**src/rtl/uart_tx_serializer_pkg.sv**
```systemverilog
// Shared definitions for the UART transmit path: FSM state encoding and parity selection.
// The RX deserializer imports the same package so both sides agree on encodings.
package uart_tx_serializer_pkg;

    // Each state names the bit that the next tx_tick edge puts on the line.
    typedef enum logic [2:0] {
        ST_IDLE   = 3'd0,
        ST_START  = 3'd1,
        ST_DATA   = 3'd2,
        ST_PARITY = 3'd3,
        ST_STOP   = 3'd4
    } tx_state_t;

    localparam logic PAR_EVEN = 1'b0;
    localparam logic PAR_ODD  = 1'b1;

    // data_xor is the XOR-reduction of the data word; the result makes the total
    // count of ones even (PAR_EVEN) or odd (PAR_ODD).
    function automatic logic parity_bit(input logic data_xor, input logic par_typ);
        return data_xor ^ (par_typ == PAR_ODD);
    endfunction

endpackage

```
**src/rtl/uart_tx_serializer_if.sv**
```systemverilog
// Parallel-side request bundle of the UART transmitter plus its serial line and busy flag.
interface uart_tx_serializer_if #(
    parameter int DATA_SIZE = 8
);
    logic [DATA_SIZE-1:0] p_data;
    logic                 data_valid;
    logic                 par_en;
    logic                 par_typ;
    logic                 tx_out;
    logic                 busy;

    modport master (
        output p_data, data_valid, par_en, par_typ,
        input  tx_out, busy
    );

    modport slave (
        input  p_data, data_valid, par_en, par_typ,
        output tx_out, busy
    );
endinterface

```
**src/rtl/uart_tx_serializer_serializer.sv**
```systemverilog
// Parallel-load shift register presenting the word LSB first; mirror of the RX deserializer.
module uart_tx_serializer_serializer #(
    parameter int DATA_SIZE = 8
) (
    input  logic                 clk,
    input  logic                 rst,
    input  logic                 load,
    input  logic                 en_shift,
    input  logic [DATA_SIZE-1:0] p_data,
    output logic                 ser_out
);
    logic [DATA_SIZE-1:0] shift_q;

    // NOTE: sequential state uses non-blocking assignments so every flop samples pre-edge values.
    always_ff @(posedge clk or negedge rst) begin
        if (!rst) begin
            shift_q <= '0;
        end else if (load) begin
            shift_q <= p_data;
        end else if (en_shift) begin
            shift_q <= {1'b0, shift_q[DATA_SIZE-1:1]};
        end
    end

    assign ser_out = shift_q[0];

endmodule

```
**src/rtl/uart_tx_serializer.sv**
```systemverilog
// UART transmitter: start bit, DATA_SIZE data bits LSB first, optional parity, STOP_BITS stop bits.
// Bit timing comes from tx_tick; acceptance of a new word ignores tx_tick.
module uart_tx_serializer
    import uart_tx_serializer_pkg::*;
#(
    parameter int DATA_SIZE = 8,
    parameter int STOP_BITS = 1
) (
    input  logic                 clk,
    input  logic                 rst,
    input  logic                 tx_tick,
    uart_tx_serializer_if.slave  tx_if
);
    localparam int              CNT_W    = (DATA_SIZE > 1) ? $clog2(DATA_SIZE) : 1;
    localparam logic [CNT_W-1:0] LAST_BIT = CNT_W'(DATA_SIZE - 1);

    tx_state_t        state_q, state_d;
    logic             tx_q, tx_d;
    logic             busy_q, busy_d;
    logic [CNT_W-1:0] bit_cnt_q, bit_cnt_d;
    logic             stop_cnt_q, stop_cnt_d;
    logic             par_en_q, par_en_d;
    logic             par_bit_q, par_bit_d;
    logic             load;
    logic             en_shift;
    logic             ser_out;

    uart_tx_serializer_serializer #(
        .DATA_SIZE(DATA_SIZE)
    ) u_serializer (
        .clk      (clk),
        .rst      (rst),
        .load     (load),
        .en_shift (en_shift),
        .p_data   (tx_if.p_data),
        .ser_out  (ser_out)
    );

    always_ff @(posedge clk or negedge rst) begin
        if (!rst) begin
            state_q    <= ST_IDLE;
            tx_q       <= 1'b1;
            busy_q     <= 1'b0;
            bit_cnt_q  <= '0;
            stop_cnt_q <= 1'b0;
            par_en_q   <= 1'b0;
            par_bit_q  <= 1'b0;
        end else begin
            state_q    <= state_d;
            tx_q       <= tx_d;
            busy_q     <= busy_d;
            bit_cnt_q  <= bit_cnt_d;
            stop_cnt_q <= stop_cnt_d;
            par_en_q   <= par_en_d;
            par_bit_q  <= par_bit_d;
        end
    end

    // NOTE: every always_comb output is given a hold default first, so no path infers a latch.
    always_comb begin
        state_d    = state_q;
        tx_d       = tx_q;
        busy_d     = busy_q;
        bit_cnt_d  = bit_cnt_q;
        stop_cnt_d = stop_cnt_q;
        par_en_d   = par_en_q;
        par_bit_d  = par_bit_q;
        load       = 1'b0;
        en_shift   = 1'b0;

        unique case (state_q)
            ST_IDLE: begin
                if (tx_if.data_valid) begin
                    load      = 1'b1;
                    par_en_d  = tx_if.par_en;
                    // Parity is fixed at acceptance from the same word the shifter loads.
                    par_bit_d = parity_bit(^tx_if.p_data, tx_if.par_typ);
                    busy_d    = 1'b1;
                    state_d   = ST_START;
                end
            end
            ST_START: begin
                if (tx_tick) begin
                    tx_d       = 1'b0;
                    bit_cnt_d  = '0;
                    stop_cnt_d = 1'b0;
                    state_d    = ST_DATA;
                end
            end
            ST_DATA: begin
                if (tx_tick) begin
                    tx_d     = ser_out;
                    en_shift = 1'b1;
                    if (bit_cnt_q == LAST_BIT) begin
                        state_d = par_en_q ? ST_PARITY : ST_STOP;
                    end else begin
                        bit_cnt_d = bit_cnt_q + CNT_W'(1);
                    end
                end
            end
            ST_PARITY: begin
                if (tx_tick) begin
                    tx_d    = par_bit_q;
                    state_d = ST_STOP;
                end
            end
            ST_STOP: begin
                if (tx_tick) begin
                    tx_d = 1'b1;
                    if (STOP_BITS == 1 || stop_cnt_q) begin
                        busy_d  = 1'b0;
                        state_d = ST_IDLE;
                    end else begin
                        stop_cnt_d = 1'b1;
                    end
                end
            end
            default: begin
                state_d = ST_IDLE;
                busy_d  = 1'b0;
                tx_d    = 1'b1;
            end
        endcase
    end

    assign tx_if.tx_out = tx_q;
    assign tx_if.busy   = busy_q;

endmodule
```
**src/flat_wrapper.sv**
```systemverilog
// flat-port wrapper written by rule: the top's interface ports become plain ports
module uart_tx_serializer_flat import uart_tx_serializer_pkg::*;
#(
    parameter int DATA_SIZE = 8,
    parameter int STOP_BITS = 1
)
  (clk, rst, tx_tick, tx_if_p_data, tx_if_data_valid, tx_if_par_en, tx_if_par_typ, tx_if_tx_out, tx_if_busy);
  uart_tx_serializer_if #(.DATA_SIZE(DATA_SIZE)) tx_if_i ();
  input  logic clk;
  input  logic rst;
  input  logic tx_tick;
  input wire logic [$bits(tx_if_i.p_data)-1:0] tx_if_p_data;
  input wire logic [$bits(tx_if_i.data_valid)-1:0] tx_if_data_valid;
  input wire logic [$bits(tx_if_i.par_en)-1:0] tx_if_par_en;
  input wire logic [$bits(tx_if_i.par_typ)-1:0] tx_if_par_typ;
  output wire logic [$bits(tx_if_i.tx_out)-1:0] tx_if_tx_out;
  output wire logic [$bits(tx_if_i.busy)-1:0] tx_if_busy;
  assign tx_if_i.p_data = tx_if_p_data;
  assign tx_if_i.data_valid = tx_if_data_valid;
  assign tx_if_i.par_en = tx_if_par_en;
  assign tx_if_i.par_typ = tx_if_par_typ;
  assign tx_if_tx_out = tx_if_i.tx_out;
  assign tx_if_busy = tx_if_i.busy;
  uart_tx_serializer #(.DATA_SIZE(DATA_SIZE), .STOP_BITS(STOP_BITS)) u_core (.clk(clk), .rst(rst), .tx_tick(tx_tick), .tx_if(tx_if_i));
endmodule
```
**config.mk**
```make
export PLATFORM = sky130hd
export DESIGN_NAME = uart_tx_serializer_flat
export DESIGN_NICKNAME = d
export VERILOG_FILES = /design/src/rtl/uart_tx_serializer_pkg.sv /design/src/rtl/uart_tx_serializer_if.sv /design/src/rtl/uart_tx_serializer_serializer.sv /design/src/rtl/uart_tx_serializer.sv /design/src/flat_wrapper.sv
export SDC_FILE = /design/constraint.sdc
export NUM_CORES = 1
export LEC_CHECK = 0
export BUFFER_PORTS_ARGS = -buffer_cell sky130_fd_sc_hd__buf_2
export CELL_PAD_IN_SITES_DETAIL_PLACEMENT = 1
export CELL_PAD_IN_SITES_GLOBAL_PLACEMENT = 1
export CORE_MARGIN = 10
export CORE_UTILIZATION = 45
export DETAILED_ROUTE_END_ITERATION = 7
export PLACE_DENSITY_LB_ADDON = 0.15
export SKIP_LAST_GASP = 1
export SLEW_MARGIN = 40
export SYNTH_ARGS = -nofsm -noshare
export SYNTH_HDL_FRONTEND = slang
export SYNTH_HIERARCHICAL = 1
export SYNTH_SLANG_ARGS = --single-unit
```
**constraint.sdc**
```tcl
create_clock -name clk -period 2.78 [get_ports clk]
set_clock_uncertainty 0.2 [all_clocks]
set_input_delay 0.556 -clock clk [delete_from_list [all_inputs] [get_ports clk]]
set_output_delay 0.556 -clock clk [all_outputs]
set_load 0.1 [all_outputs]
```
Word-level counts from Yosys, hierarchy flattened

Index checks and enable logic that the tools add are counted.

Input bits: 14
Bits in registers: 18
Logic and storage cells: 57

Muxes and demuxes: 24
Bitwise logic cells: 3
Add/subtract/negate cells: 1
Reductions and logical operators: 10
Equality and inequality tests: 12

Operator list:

| operator                                               | number |
|---|---|
| two-way mux 3 bit                                      | 9 |
| two-way mux 8 bit                                      | 2 |
| one-hot mux 3 bit (5 select lines)                     | 1 |
| inequality test 2 bit (second input constant)          | 6 |
| two-way mux 1 bit                                      | 9 |
| parity 8 bit                                           | 1 |
| == test 3 x 2 -> 1 bit (second input constant)         | 2 |
| == test 3 bit (second input constant)                  | 2 |
| one-hot mux 3 bit (2 select lines)                     | 1 |
| AND reduction 6 bit                                    | 1 |
| one-hot mux 1 bit (5 select lines)                     | 1 |
| AND reduction 5 bit                                    | 1 |
| AND reduction 4 bit                                    | 1 |
| nonzero test 2 bit                                     | 2 |
| adder 3 x 1 -> 3 bit (second input constant)           | 1 |
| == test 3 x 1 -> 1 bit (second input constant)         | 1 |
| logical NOT 3 bit                                      | 1 |
| one-hot mux 1 bit (3 select lines)                     | 1 |
| AND reduction 3 bit                                    | 1 |
| OR reduction 3 bit                                     | 1 |
| inequality test 2 x 1 -> 1 bit (second input constant) | 1 |
| inverter 1 bit                                         | 2 |
| AND reduction 2 bit                                    | 1 |
| XOR 1 bit                                              | 1 |

Depth between registers and ports, before layout

Depth in word-level cells: 4
Depth in mapped cells: 7
Mapped depth without buffers: 6

Modules after synthesis

The synthesis kept the hierarchy.

By module, submodules not included:

| module                        | instances | cells an instance | area each (um2) |
|---|---|---|---|
| uart_tx_serializer            | 1         | 68                | 643.1 |
| uart_tx_serializer_serializer | 1         | 34                | 369.1 |

Worst setup path before layout

OpenSTA, ideal clock, no wires.

Kind: flip-flop to flip-flop
From: register, netlist name u_core/tx_if.busy
To: register u_core.busy_q (netlist: u_core/tx_if.busy)
Path slack: 1.097 ns
Required time: 2.479 ns
Arrival: 1.383 ns
Buffers on the path: 0
Library setup time: 0.101 ns
Clock period less this slack: 1.683 ns
Stages on the path, launching flop included: 4
Cells stage by stage: dfrtp_1 -> inv_1 -> a2bb2oi_1 -> o32ai_1

RTL lines:

| what                 | line                     | source |
|---|---|---|
| end signal, assigned | uart_tx_serializer.sv:51 | `busy_q <= busy_d;` |
| end, declared        | uart_tx_serializer.sv:19 | `logic busy_q, busy_d;` |

Worst setup path after layout

From: register u_core.tx_q (netlist: u_core/tx_if.tx_out)
To: output port tx_if_tx_out

RTL lines:

| what                   | line                     | source |
|---|---|---|
| start, declared        | uart_tx_serializer.sv:18 | `logic tx_q, tx_d;` |
| start signal, assigned | uart_tx_serializer.sv:50 | `tx_q <= tx_d;` |
| end, declared          | flat_wrapper.sv:16       | `output wire logic [$bits(tx_if_i.tx_out)-1:0] tx_if_tx_out;` |

No word-level cell between the ends.

==> results.ini <==
[power_and_ir_drop]
p_seq_share_pct=41.7
combPwrFrac_pct=44.4
pwr_density_cell_mw_per_mm2=1030
p_int_mw=0.662
clockPowerShare_pct=13.9
switching_share_pct=43.0
p_leak_nw=0.531
switching_power_mw=0.499
ir_drop_v=0.000527

[setup_path]
slowest_stage=dfstp_2
end_kind=primary output
crit_required_ps=2020
critPathTopFamily=flip-flops
path_max_fanout=2
rrSetupSlack_ps=890
max_stage_delay_ps=540
startpoint_type=flip-flop
path_cells=buf_2
reg2reg_to=u_core/u_serializer/shift_q[7]$_DFFE_PN0P_
path_buf_inv=1
critical_path_class=reg2out
ff2ff_path_depth=5
reg2reg_from=u_core/state_q[1]$_DFFE_PN0P_
cp.arrival_ps=1240

[floorplanning]
fp.coreArea_sq_mm=0.00217
dieArea_sq_mm=0.00455
die_w_um=67.4
io_pins=16
initial_utilization_pct=46.7
die_y_um=67.4
row_count=17

[timing]
hold_ws_ps=273
period_share_pct=72.0
fin_tns_setup_ps=0
hold_viol=0
fin_crit_ps=2000
worstMarginPinSlew_ps=486
slew_headroom_pct=67.8
fmax_mhz=500
rsz0062_at_grt=no
maxSlewViolCount=0
setup_viol=0

[clock_tree]
cts_made_buffers=3
clkSlewWorstSetupHoldPaths_ps=100
clock-root-buffer=clkbuf_4
cts_buffer_depth=2
clkLatencyLatePin_ps=290
tritoncts=done
htree_levels=1
postCtsSetupBuffers=0
clock-sinks=18

[global_route]
grtUsageTotal_pct=10.7
antenna_found_initial=0
overflow=0
grt_pass1_vias=803
grt_max_degree=19
grt_pass1_wl_um=3800

[place]
port_buffers=15
place_hpwl_um=1710
place_congestion=0.777

[detailed_routing]
dr.pass1.iters=4
remaining_drc_errors=0
via_count=746
wl_per_cell_um=15.0
dr.first_iter.drc_count=34
drt-total-wl_um=2170
vias_per_cell=5.14
postRouteAntennaNets=0

[finish]
antenna_cells=0
layout_common_cells=18 x nand2_1, 17 x dfrtp_1, 15 x buf_2
mostFrequentLayoutCell=nand2_1
num-nets-final=134
multi_input_area_sq_um=487
layout-drive-gt1-share_pct=21.4
regArea_sq_um=452
filler_cell_count=269
area_growth_pct=11.1

[logic_synthesis]
yosysSeqAreaShare_pct=44.6
synth-seq-cells=18
netlist_area_sq_mm=0.00101
synth_area_leader_cell=dfrtp_1
synthMuxAreaShare_pct=10.4
syn_avg_cell_area_sq_um=9.92
syn_nets=118
synth_xor_xnor_area_share_pct=7.42
ys_warn_count=6
yosys-top-cells-area=dfrtp_1 42%, mux2i_1 8.9%, nand2_1 6.7%
synthSimpleGateAreaFrac_pct=15.1
synth_compound_area_share_pct=12.7
synth_top_family_by_area=simple AND/OR/NAND/NOR gates
syn_inst=102
synth.distinct_cells=32
synth_top_area_share_pct=42.0
synth_fa_ha_area_share_pct=2.47

[status]
status=finished clean

[hold_path]
min_from=tx_if_par_en
hold_depth=3
holdPathEnd=u_core/par_en_q$_DFFE_PN0P_
min_path_type=in2reg

[run]
max_cap_violations=0

[cell families after synthesis]
group	Yosys count
and+or+nand+nor	32
muxes	10
DFF	18
buffers and inverters	12
AOI/OAI and AO/OA	21
adders and majority gates	2
xor gates and xnor gates	7
[sequential cells by signal, summed over array words and instances (netlist names)]
| register | count |
|---|---|
| u_core/bit_cnt_q | 3 |
| u_core/tx_if.tx_out | 1 |
| u_core/par_en_q | 1 |
| u_core/par_bit_q | 1 |
| u_core/u_serializer/shift_q | 8 |
| u_core/state_q | 3 |
| u_core/tx_if.busy | 1 |
[through the flow]
step           area [sq um]  power (mW)  cells  util, %  setup slack, ps
2_1_floorplan          1010       0.930    102        -             1100
3_3_place_gp           1080       0.987    140     49.7              967
3_5_place_dp           1080        1.01    140     49.7              888
4_1_cts                1120        1.18    145     51.8              760
5_1_grt                1120        1.26    145     51.8              701
6_report               1120        1.16    145     51.8              780
[cells in the mapped netlist]
| library cell | n |
|---|---|
| nand3b_1 | 1 |
| a221oi_1 | 1 |
| buf_4 | 1 |
| buf_2 | 2 |
| nor2b_1 | 1 |
| a211oi_1 | 1 |
| nand2b_1 | 2 |
| ha_1 | 2 |
| buf_6 | 3 |
| nand4_1 | 1 |
| o21ai_1 | 7 |
| a21oi_1 | 4 |
| nand2_1 | 18 |
| inv_1 | 6 |
| xor2_1 | 2 |
| nand3_2 | 1 |
| mux2i_1 | 9 |
| o21ai_2 | 1 |
| nand2b_4 | 1 |
| nand3_1 | 1 |
| o21a_1 | 1 |
| nor3_1 | 1 |
| xnor3_1 | 1 |
| a2bb2oi_1 | 1 |
| o21ai_0 | 3 |
| mux2_4 | 1 |
| nor2_1 | 5 |
| xnor2_1 | 4 |
| dfstp_2 | 1 |
| o32ai_1 | 1 |
| dfrtp_1 | 17 |
| o22a_1 | 1 |
[worst max path at each step]
| stage | cells past startpoint | slack, ps | start | endpoint |
|---|---|---|---|---|
| 6_report | 1 | 780 | u_core/tx_if.tx_out$_DFFE_PN1P_ | tx_if_tx_out |
| 5_1_grt | 5 | 700 | u_core/state_q[1]$_DFFE_PN0P_ | u_core/u_serializer/shift_q[7]$_DFFE_PN0P_ |
| 4_1_cts | 1 | 760 | u_core/tx_if.tx_out$_DFFE_PN1P_ | tx_if_tx_out |
| 3_5_place_dp | 5 | 890 | u_core/state_q[1]$_DFFE_PN0P_ | u_core/u_serializer/shift_q[7]$_DFFE_PN0P_ |
| 3_3_place_gp | 5 | 970 | u_core/state_q[1]$_DFFE_PN0P_ | u_core/u_serializer/shift_q[7]$_DFFE_PN0P_ |
| 2_1_floorplan | 3 | 1100 | u_core/tx_if.busy$_DFFE_PN0P_ | u_core/tx_if.busy$_DFFE_PN0P_ |
[layer usage]
| metal | vias to the layer above | share of wire (%) | GRT usage [%] |
|---|---|---|---|
| met4 | 0 | 0.78 | 3.08 |
| met2 | 8 | 50 | 17.4 |
| met1 | 359 | 45 | 13.6 |
| met5 | - | 0 | 0 |
| met3 | 2 | 4.5 | 2.98 |
| li1 | 377 | - | - |
[repair_timing]
item	CTS	global route
resized for setup	0	0
endpoints found under the hold margin	17	0
setup endpoints to repair	0	0
hold buffers	1	0
[power groups by stage]
| stage | clock (mW) | sequential, mW | combinational [mW] |
|---|---|---|---|
| floorplan | 0 | 0.526 | 0.404 |
| global placement | 0 | 0.486 | 0.500 |
| detailed placement | 0 | 0.491 | 0.519 |
| CTS | 0.168 | 0.484 | 0.523 |
| global route | 0.180 | 0.505 | 0.577 |
| finish | 0.162 | 0.484 | 0.516 |
[area by class of cell]
class,instances,area share (%)
well taps,28,3.11
inverters,6,2.00
clock buffers,4,3.23
multi-input cells,72,43.3
repair buffers,17,8.23
flip-flops and latches,18,40.2
(Power assumes the default switching activity.)
